===== config.mk =====
export PLATFORM = sky130hd
export DESIGN_NAME = imem_prog_loader
export DESIGN_NICKNAME = d
export VERILOG_FILES = /design/src/rtl/imem_prog_loader.sv
export SDC_FILE = /design/constraint.sdc
export NUM_CORES = 1
export LEC_CHECK = 0
export CAP_MARGIN = 40
export CORE_MARGIN = 4
export CORE_UTILIZATION = 50
export DETAILED_ROUTE_END_ITERATION = 10
export GPL_ROUTABILITY_DRIVEN = 0
export PLACE_DENSITY = 0.73
export SLEW_MARGIN = 20
export SYNTH_ARGS = -nofsm -noshare
export SYNTH_HDL_FRONTEND = slang
export SYNTH_SLANG_ARGS = --single-unit

===== constraint.sdc =====
create_clock -name clk -period 2.56 [get_ports clk]
set_input_delay 0.256 -clock clk [delete_from_list [all_inputs] [get_ports clk]]
set_output_delay 0.256 -clock clk [all_outputs]
set_load 0.1 [all_outputs]

===== src/rtl/imem_prog_loader.sv =====
// Byte-stream program loader: assembles 3-byte little-endian words into instruction memory,
// holding the CPU in reset until the load completes. Optional trailer check: IMEM_LOADER_CHECKSUM_EN.
module imem_prog_loader #(
    parameter int ADDR_W = 12,
    parameter int INST_W = 19,
    parameter int DEPTH  = 4096
) (
    input  logic              clk,
    input  logic              rst,
    input  logic              load_req,
    input  logic              byte_valid,
    input  logic [7:0]        byte_data,
    output logic              byte_ready,
    output logic              imem_we,
    output logic [ADDR_W-1:0] imem_addr,
    output logic [INST_W-1:0] imem_wdata,
    output logic              cpu_hold,
    output logic              cpu_start,
    output logic              busy,
    output logic              done,
    output logic              err
);

    localparam int IDX_W = ADDR_W + 1;
    localparam int unsigned DEPTH_U = DEPTH;

    typedef enum logic [3:0] {
        S_IDLE,
        S_HDR0,
        S_HDR1,
        S_B0,
        S_B1,
        S_B2,
        S_WRITE,
        S_START,
        S_DONE,
        S_ERR
`ifdef IMEM_LOADER_CHECKSUM_EN
        , S_CSUM
`endif
    } state_t;

`ifdef IMEM_LOADER_CHECKSUM_EN
    localparam state_t S_TAIL = S_CSUM;
`else
    localparam state_t S_TAIL = S_START;
`endif

    state_t             state_q, state_d;
    logic [15:0]        len_q, len_d;
    logic [IDX_W-1:0]   idx_q, idx_d;
    logic [15:0]        asm_q, asm_d;
    logic [ADDR_W-1:0]  addr_q, addr_d;
    logic [INST_W-1:0]  wdata_q, wdata_d;

    logic               xfer;
    logic [15:0]        n_full;
    logic [23:0]        word_full;

    assign xfer      = byte_valid && byte_ready;
    assign n_full    = {byte_data, len_q[7:0]};
    assign word_full = {byte_data, asm_q};

    always_ff @(posedge clk or negedge rst) begin
        if (!rst) begin
            state_q <= S_IDLE;
            len_q   <= '0;
            idx_q   <= '0;
            asm_q   <= '0;
            addr_q  <= '0;
            wdata_q <= '0;
        end else begin
            state_q <= state_d;
            len_q   <= len_d;
            idx_q   <= idx_d;
            asm_q   <= asm_d;
            addr_q  <= addr_d;
            wdata_q <= wdata_d;
        end
    end

`ifdef IMEM_LOADER_CHECKSUM_EN
    logic [7:0] csum_q, csum_d;

    // Cleared at load start; every accepted byte except the trailer itself folds in.
    always_comb begin
        csum_d = csum_q;
        if ((state_q == S_IDLE || state_q == S_DONE || state_q == S_ERR) && load_req)
            csum_d = '0;
        else if (xfer && state_q != S_CSUM)
            csum_d = csum_q ^ byte_data;
    end

    always_ff @(posedge clk or negedge rst) begin
        if (!rst) csum_q <= '0;
        else      csum_q <= csum_d;
    end
`endif

    always_comb begin
        state_d = state_q;
        len_d   = len_q;
        idx_d   = idx_q;
        asm_d   = asm_q;
        addr_d  = addr_q;
        wdata_d = wdata_q;
        case (state_q)
            S_IDLE, S_DONE, S_ERR: begin
                if (load_req) state_d = S_HDR0;
            end
            S_HDR0: begin
                if (xfer) begin
                    len_d[7:0] = byte_data;
                    state_d    = S_HDR1;
                end
            end
            S_HDR1: begin
                if (xfer) begin
                    len_d = n_full;
                    idx_d = '0;
                    if (n_full == 16'd0)               state_d = S_TAIL;
                    else if (32'(n_full) > DEPTH_U)    state_d = S_ERR;
                    else                               state_d = S_B0;
                end
            end
            S_B0: begin
                if (xfer) begin
                    asm_d[7:0] = byte_data;
                    state_d    = S_B1;
                end
            end
            S_B1: begin
                if (xfer) begin
                    asm_d[15:8] = byte_data;
                    state_d     = S_B2;
                end
            end
            S_B2: begin
                // Address and word are registered here so they stay put after the write.
                if (xfer) begin
                    wdata_d = word_full[INST_W-1:0];
                    addr_d  = idx_q[ADDR_W-1:0];
                    state_d = S_WRITE;
                end
            end
            S_WRITE: begin
                if (16'(idx_q) == len_q - 16'd1) begin
                    state_d = S_TAIL;
                end else begin
                    idx_d   = idx_q + IDX_W'(1);
                    state_d = S_B0;
                end
            end
`ifdef IMEM_LOADER_CHECKSUM_EN
            S_CSUM: begin
                if (xfer) state_d = (byte_data == csum_q) ? S_START : S_ERR;
            end
`endif
            S_START: state_d = S_DONE;
            default: state_d = S_IDLE;
        endcase
    end

    always_comb begin
        byte_ready = 1'b0;
        imem_we    = 1'b0;
        cpu_start  = 1'b0;
        cpu_hold   = 1'b1;
        busy       = 1'b1;
        done       = 1'b0;
        err        = 1'b0;
        imem_addr  = addr_q;
        imem_wdata = wdata_q;
        case (state_q)
            S_HDR0, S_HDR1, S_B0, S_B1, S_B2: byte_ready = 1'b1;
`ifdef IMEM_LOADER_CHECKSUM_EN
            S_CSUM:  byte_ready = 1'b1;
`endif
            S_WRITE: imem_we = 1'b1;
            S_START: begin
                cpu_start = 1'b1;
                cpu_hold  = 1'b0;
            end
            S_DONE: begin
                done     = 1'b1;
                cpu_hold = 1'b0;
                busy     = 1'b0;
            end
            S_ERR: begin
                err  = 1'b1;
                busy = 1'b0;
            end
            S_IDLE:  busy = 1'b0;
            default: busy = 1'b0;
        endcase
    end

endmodule


# Word level (Yosys, flattened, before mapping)
# Index checks and enable logic that the tools add are counted.
# word_totals
ramBits,0
out_inout_bits,38
mem_count,0
ff_bits,80
rom_bits,0
word_cells,66
latchBits,0
inputBits,12
# op_classes
shifts,0
n_div,0
n_eq_ne,17
n_addsub,2
bitwise,1
magnitude_cmp,1
n_reduce_logical,15
n_mul,0
muxes,22
# op_table
operator,count
two-way mux 4 bit,8
one-hot mux 4 bit (8 select lines),1
two-way mux 13 bit,2
one-hot mux 13 bit (2 select lines),1
== test 13 x 16 -> 1 bit,1
== test 4 x 3 -> 1 bit (second input constant),4
greater-than comparator 16 x 13 -> 1 bit (second input constant),1
zero test 16 bit,1
one-hot mux 8 bit (2 select lines),1
subtractor 16 x 1 -> 16 bit (second input constant),1
!= test 2 bit (second input constant),7
adder 13 x 1 -> 13 bit (second input constant),1
== test 4 x 2 -> 1 bit (second input constant),2
== test 4 bit (second input constant),2
two-way mux 8 bit,1
AND reduction 2 bit,4
two-way mux 1 bit,7
OR reduction 7 bit,1
AND reduction 3 bit,2
AND reduction 6 bit,1
OR reduction 5 bit,1
== test 4 x 1 -> 1 bit (second input constant),1
zero test 4 bit,1
two-way mux 3 bit,1
other kinds (5),5

# Logic depth before layout (Yosys ltp)
# depth
ltp_word,6
mapped_depth,12
mapped_depth_nobuf,9

# Worst setup path after synthesis
# No wires, ideal clock.
# synth_path
kind,flip-flop to output port
startpoint,register state_q[2]
endpoint,output port cpu_hold
arrival_time_ns,4.158
required_time_ns,2.304
path_buffers,1
path_stages_with_launch,6
path_slack_ns,-1.854
cell_sequence,dfrtp_1 > clkbuf_1 > inv_1 > nand2_1 > nor3_1 > nor2_1
# synth_between
elab_chain_cells,3
elab_cells_between_ends,4
# synth_rtl
item,line,source
from (decl),49,"state_t state_q, state_d;"
from (signal assigned),73,state_q <= state_d;
== test 4 x 3 -> 1 bit or == test 4 bit (tied branches),174,case (state_q)
OR reduction 2 bit (no line) (*),--,
two-way mux 1 bit (*),174,
to (decl),17,"output logic cpu_hold,"
# Mark *: on every way between the ends. The rest lies on a longest branch, timed or not.

# Worst setup path after layout
# layout_path
startpoint,register len_q[1]
endpoint,register idx_q[0]
# layout_between
elab_chain_cells,4
# layout_rtl
item,line,source
from (decl),50,"logic [15:0] len_q, len_d;"
from (signal assigned),74,len_q <= len_d;
subtractor 16 x 1 -> 16 bit,147,if (16'(idx_q) == len_q - 16'd1) begin
== test 13 x 16 -> 1 bit,147,
!= test 2 bit (no line),--,
AND reduction 3 bit (no line),--,
to (signal assigned),75,idx_q <= idx_d;
to (decl),51,"logic [IDX_W-1:0] idx_q, idx_d;"
# No other way between the ends.
# A chain may end at the register's enable or synchronous reset.

==> flow_summary_export.csv <==
group,metric,value,unit
place,place.detailed.instances,539,
clock_tree,clk_path_buf_depth,2,
clock_tree,cts_tree,"built",
clock_tree,cts_root_buf,"sky130_fd_sc_hd__clkbuf_8",
detailed_routing,initial_drt_markers,152,
detailed_routing,ant_nets,0,
sta,final_min_period_over_clock_period,105,%
grt,grt_max_degree,42,
synth,synth.largest_area_cell,"sky130_fd_sc_hd__dfrtp_1",
synth,syn_area_per_cell,10.9,µm²
detailed_routing,avgViaCountPerCell,5.67,
synth,netlist_top_cells_area,"sky130_fd_sc_hd__dfrtp_1 (49%), sky130_fd_sc_hd__mux2_2 (15%), sky130_fd_sc_hd__nand2_1 (3.3%)",
status,violated_checks,"negative setup slack",
sta,skew,0.00933,ns
synth,yosysWarnings,0,
detailed_routing,drt_first_pass_iters,4,
floorplan,die_height,98.6,µm
sta,min_period,2.70,ns
run,max_cap_viol,0,
grt,antenna_found_initial,0,
clock_tree,cts_buffers,9,
synth,sequential_cell_area_fraction_in_the_yosys_report,48.8,%
critical_path,critical_path.max_fanout,24,
critical_path,r2r_setup_slack,-0.14,ns
final_layout,final_cells,557,
clock_tree,clock_insertion_delay_worst_skew,0.35,ns
critical_path,crit_arrival,2.94,ns
synth,yosysTopAreaCellShare,48.8,%
floorplan,initial_core_utilization,52.3,%
grt,grt_first_pass_wirelength,15700,µm
clock_tree,clk_pin_slew,0.08,ns
synth,synth-async-reset-ratio,100,%
place,post-dp-hpwl,6910,µm
synth,syn-cell-area,4100,µm²
detailed_routing,remaining_drc_errors,0,
synth,mappedNetlistNets,390,
critical_path,setup_cp_type,"reg -> reg",
final_layout,n_antenna_cell,0,
grt,globalRouteOverflowTotal,0,
final_layout,layout-drive-gt1-share,40.2,%
synth,number_of_enable_type_register_cells_in_the_synthesized_netlist,0,
final_layout,area.growth.synth_to_final,25.7,%
floorplan,ios,50,
floorplan,placementRows,32,
synth,syn-instance-count,376,
grt,first_global_vias,3148,
floorplan,total_die_area,9720,µm²
final_layout,finalNetCount,464,
worst_hold_path,timing.hold.worst.class,"in -> async",
critical_path,crit_required,2.80,ns
synth,yosysMostFrequentCell,"sky130_fd_sc_hd__dfrtp_1",
power,vdd.ir_drop.worst,1.39,mV
floorplan,die_w,98.6,µm
synth,postSynthRegisterBits,80,
sta,achievable-frequency,371,MHz
sta,worst_pin_slew,0.564,ns
detailed_routing,route.vias.total,3157,
sta,grt_setup_unrepaired,"yes",
power,power_density_over_the_cells,1360,nW/µm²
sta,count_of_final_max_slew_check_failures,0,
status,result_of_the_run,"complete, but fails checks",
sta,layout_setup_ws,-0.135,ns
critical_path,startpoint_type,"register",
place,placement.io_buffers,49,
sta,setup_failing_eps_final,13,
synth,synth_cell_types,56,
clock_tree,cts-htree-levels,3,
synth,synth_flop_cell,"sky130_fd_sc_hd__dfrtp_1",
sta,slew_margin_rel,62.0,%
critical_path,worstSetupEndpointType,"register",
clock_tree,number_of_sinks_handled_by_clock_tree_synthesis,80,
floorplan,core_region_area,7850,µm²
grt,gr-usage-all-layers,20.3,%
sta,fin_tns_setup,-1.21,ns
power,total_leakage_power,2.25,nW
detailed_routing,postRouteWirelength,9590,µm
sta,final-hold-violation-count,0,
synth,ys_top_cells_by_count,"sky130_fd_sc_hd__dfrtp_1 (80), sky130_fd_sc_hd__mux2_2 (56), sky130_fd_sc_hd__nand2_1 (36), sky130_fd_sc_hd__nor2_1 (23), sky130_fd_sc_hd__clkbuf_1 (19)",
detailed_routing,wl_per_cell,17.2,µm
## timing repair
item                                    4_1_cts  5_1_grt
endpoints found under the setup margin       14       14
buffers inserted                              0        1
pin swaps                                     4        3
endpoints found under the hold margin        39        0
resized for setup                             6       11
hold buffers                                  1        0
## critical path, cell delays in order (launching register included)
cell	delay [ns]
sky130_fd_sc_hd__dfrtp_1	0.39
sky130_fd_sc_hd__inv_2	0.07
sky130_fd_sc_hd__ha_4	0.12
sky130_fd_sc_hd__or4b_4	0.48
sky130_fd_sc_hd__nor4_4	0.32
sky130_fd_sc_hd__xnor2_1	0.15
sky130_fd_sc_hd__nand4_1	0.15
sky130_fd_sc_hd__nor4_4	0.37
sky130_fd_sc_hd__buf_12	0.20
sky130_fd_sc_hd__nor4_2	0.06
sky130_fd_sc_hd__mux2_2	0.27
## area by class of cell
type	count	area (µm²)
clock buffers	10	138
clock inverters	6	73.8
fillers	631	2690
inverters	6	22.5
multi-input cells	264	2060
flip-flops and latches	80	2000
well taps	102	128
repair buffers	89	728
## power breakdown
group	total (mW)	internal [mW]	switching (mW)	leakage, nW
Combinational	4.00	1.32	2.69	1.13
Sequential	2.04	1.73	0.312	1.02
Clock	0.973	0.489	0.485	0.101
## registers in the layout (all words and copies together), names as in the netlist
name	cells
asm_q	16
idx_q	13
imem_addr	12
imem_wdata	19
len_q	16
state_q	4
## layer usage
| metal | GRT usage (%) | vias up | wire, µm |
|---|---|---|---|
| met5 | 0 | - | 0 |
| met4 | 9.03 | 0 | 248 |
| met3 | 3.26 | 18 | 311 |
| met2 | 32.9 | 58 | 4730 |
| met1 | 27.1 | 1568 | 4300 |
| li1 | - | 1513 | - |
## cells in the final DEF (no fill, tap or decap), drive strengths merged, types with 2 or more instances in the layout
master / instances
nor4b: 4
nor2b: 4
mux2i: 2
or2: 3
xnor2: 8
nor3b: 3
xor2: 6
inv: 8
buf: 78
nand3: 8
o21ba: 2
a221oi: 2
mux2: 56
clkdlybuf4s50: 10
and3: 4
o31ai: 12
o21ai: 6
nor4: 6
clkinvlp: 2
a211oi: 4
clkbuf: 10
or3: 3
ha: 2
a21oi: 15
nor2: 23
nor3: 13
dfrtp: 80
nand2: 36
nand2b: 8
nand4: 3
or4: 12
## kinds of logic after synthesis
logic type	after synthesis	synth area share, %
compound gates	55	9.64
xor+xnor	14	2.99
fa+ha+maj	2	0.610
buf+inv	32	3.69
flops	80	48.8
mux	58	15.9
simple gates	135	18.4
## stage by stage
step                setup slack, ns  utilization, %  hold slack (ns)  power (mW)  cell area (µm²)
finish                       -0.135            65.7            0.418        7.02             5150
global route                 -0.224            65.7            0.466        7.39             5150
CTS                          -0.123            65.1            0.424        7.02             5100
detailed placement           -0.191            61.8            0.269        6.00             4850
global placement             -0.122            61.8            0.264        5.88             4850
floorplan                    -0.683               -          -0.0396        5.01             4160
## path summary, 6_finish.rpt
kind | cells past startpoint | start | endpoint
hold / removal | 2 | rst | state_q[1]$_DFFE_PN0P_
max in group asynchronous | 3 | rst | len_q[8]$_DFFE_PN0P_
min in group clk | 2 | len_q[15]$_DFFE_PN0P_ | len_q[15]$_DFFE_PN0P_
setup reg to reg | 10 | len_q[1]$_DFFE_PN0P_ | idx_q[0]$_DFFE_PN0P_
hold reg to reg | 2 | len_q[15]$_DFFE_PN0P_ | len_q[15]$_DFFE_PN0P_
setup / recovery | 10 | len_q[1]$_DFFE_PN0P_ | idx_q[0]$_DFFE_PN0P_
(Power assumes the default switching activity.)
==> RTL change (config.mk and constraints unchanged) <==
Register the output `err`, cleared by the reset; this adds one clock of latency there. The other outputs are not delayed to match.
--- a/src/rtl/imem_prog_loader.sv
+++ b/src/rtl/imem_prog_loader.sv
@@ -40,6 +40,8 @@
 `endif
     } state_t;
 
+    logic err_d;
+
 `ifdef IMEM_LOADER_CHECKSUM_EN
     localparam state_t S_TAIL = S_CSUM;
 `else
@@ -168,7 +170,7 @@
         cpu_hold   = 1'b1;
         busy       = 1'b1;
         done       = 1'b0;
-        err        = 1'b0;
+        err_d      = 1'b0;
         imem_addr  = addr_q;
         imem_wdata = wdata_q;
         case (state_q)
@@ -187,7 +189,7 @@
                 busy     = 1'b0;
             end
             S_ERR: begin
-                err  = 1'b1;
+                err_d = 1'b1;
                 busy = 1'b0;
             end
             S_IDLE:  busy = 1'b0;
@@ -195,5 +197,13 @@
         endcase
     end
 
+    always_ff @(posedge clk or negedge rst) begin
+        if (!rst) begin
+            err <= '0;
+        end else begin
+            err <= err_d;
+        end
+    end
+
 endmodule
 
Formal check against the unedited RTL: not equivalent (a bounded check fails within 4 cycles, from zero or initial values and one cycle with rst low).
==> RTL change against the original RTL <==
Worst setup slack improved by 270 ps; sequential cell count rose by 1; routed wire length is 10% lower; power down 7.3%; synthesized cell count down 3.2%; design area shrank 3.5%; area after synthesis down 1.5%; critical path type unchanged; largest cell class is now sequential cells.
==> RTL change: results (changes against the original RTL) <==
Parameter                              Value

Final layout
  Share of post-route cells with drive strength above 1 ... 0.244 (was 0.402)
  Fin nets ... 447 (was 464)

Timing
  Worst Clk Skew ... 18.6 ps (was 9.33 ps)
  Transition time at the pin with the least slew margin ... 561 ps (was 564 ps)

Pwr
  Pleak ... 2.34 nW (was 2.25 nW)
  Switching share of power ... 0.508 (was 0.496)

Outcome
  Outcome ... completed (was finished, violations left)

Place
  Dpl cell area ... 0.00475 sq mm (was 0.00485 sq mm)
  Worst Setup Slack post-DPL ... 56.9 ps (was -191 ps)
  Dpl hpwl ... 6160 microns (was 6910 microns)

Worst setup path
  Reg2Reg Depth ... 8 (was 10)
  Data arrival time at the worst-slack endpoint ... 2710 ps (was 2940 ps)
  Maximum single-stage delay on the critical path ... 590 ps (was 480 ps)
  Worst Path Max Fanout ... 18 (was 24)
  Slowest cell on the critical path ... sky130_fd_sc_hd__or4_4 (was sky130_fd_sc_hd__or4b_4)

Global route
  Met1 routing resource usage after global routing ... 0.256 (was 0.271)
  Global Route met2 Usage ... 0.315 (was 0.329)
  Met3 usage ... 0.0407 (was 0.0326)
  First-pass GRT wire length ... 15000 microns (was 15700 microns)
  Number of global-route vias before repair ... 3028 (was 3148)
  Aggregate global-route resource usage ... 0.191 (was 0.203)

Clock tree
  Register clock-pin slew on the reported worst setup and hold paths ... 100 ps (was 80 ps)

Yosys
  Sequential fraction of the synthesis area ... 0.502 (was 0.488)
  Leading cell types by total area after synthesis ... sky130_fd_sc_hd__dfrtp_1 (50%), sky130_fd_sc_hd__mux2_1 (15%), sky130_fd_sc_hd__nand2_1 (4.0%) (was sky130_fd_sc_hd__dfrtp_1 (49%), sky130_fd_sc_hd__mux2_2 (15%), sky130_fd_sc_hd__nand2_1 (3.3%))
  Number of nets in the synthesized netlist ... 378 (was 390)
  Number of different library cells in the post-synthesis netlist ... 53 (was 56)
  Top cells by count, synth ... sky130_fd_sc_hd__dfrtp_1 (81), sky130_fd_sc_hd__mux2_1 (53), sky130_fd_sc_hd__nand2_1 (43), sky130_fd_sc_hd__nor2_1 (15), sky130_fd_sc_hd__clkbuf_1 (13) (was sky130_fd_sc_hd__dfrtp_1 (80), sky130_fd_sc_hd__mux2_2 (56), sky130_fd_sc_hd__nand2_1 (36), sky130_fd_sc_hd__nor2_1 (23), sky130_fd_sc_hd__clkbuf_1 (19))
  Portion of synthesized cell area occupied by the leading cell type ... 0.502 (was 0.488)

Route
  Number of detailed-routing iterations run before antenna repair ... 4 (unchanged)
  Count of routing violations after the opening detailed-route iteration ... 114 (was 152)
  Per-cell via count in the routed design ... 5.54 (was 5.67)
==> RTL change: power groups by stage <==
| stage | logic [W] | registers (W) | clock network, W |
|---|---|---|---|
| floorplan | 0.00151 | 0.00324 | 0 |
| global placement | 0.00351 | 0.00207 | 0 |
| detailed placement | 0.00356 | 0.00209 | 0 |
| CTS | 0.00357 | 0.00207 | 0.000905 |
| global route | 0.00380 | 0.00214 | 0.000964 |
| finish | 0.00356 | 0.00207 | 0.000887 |
==> RTL change: area by class of cell <==
class                   instances  area (sq um)
clock buffers                  10           138
clock inverters                 6          48.8
fillers                       632          2830
inverters                       7          26.3
multi-input cells             258          1960
flip-flops and latches         81          2030
well taps                     102           128
repair buffers                 76           643
==> RTL change: worst paths after layout <==
check	startpoint	to	slack (ps)
worst max-delay path	len_q[2]	idx_q[11]	130
worst min-delay path	rst	asm_q[1]	340
worst max register to register	len_q[2]	idx_q[11]	130
worst min register to register	asm_q[3]	imem_wdata[3]	490
max in group asynchronous	rst	idx_q[3]	1610
min in group clk	asm_q[3]	imem_wdata[3]	490
==> RTL change: cells by family after synthesis <==
logic type | share of synthesized area
and+or+nand+nor | 0.184
DFF | 0.502
muxes | 0.180
AOI/OAI and AO/OA | 0.0725
buffers and inverters | 0.0254
xor gates and xnor gates | 0.0304
adders and majority gates | 0.00619
==> RTL change: stage by stage <==
stage	cells	total power, W	util	hold slack (ps)
after floorplan	364	0.00476	-	-39.6
after global placement	522	0.00557	0.605	464
after detailed placement	523	0.00565	0.609	204
after CTS	540	0.00654	0.634	354
after global routing	540	0.00690	0.637	361
final	540	0.00651	0.637	342
==> RTL change: metal layers <==
metal | wire length [microns] | vias up
met2 | 4230 | 51
met5 | 0 | -
met4 | 140 | 0
li1 | - | 1449
met1 | 3980 | 1479
met3 | 273 | 14
==> RTL change: repair_timing <==
action                                  4_1_cts  5_1_grt
hold buffers                                  1        0
gates resized for setup                       0        5
endpoints found under the setup margin        0       13
endpoints found under the hold margin        26        0
==> RTL change: critical path: cells and delay by family (launching register included) <==
kind / cells / cell delay (ps)
muxes: 1 / 220
and+or+nand+nor: 4 / 1260
AOI/OAI and AO/OA: 2 / 290
DFF: 1 / 420
buffers and inverters: 1 / 170
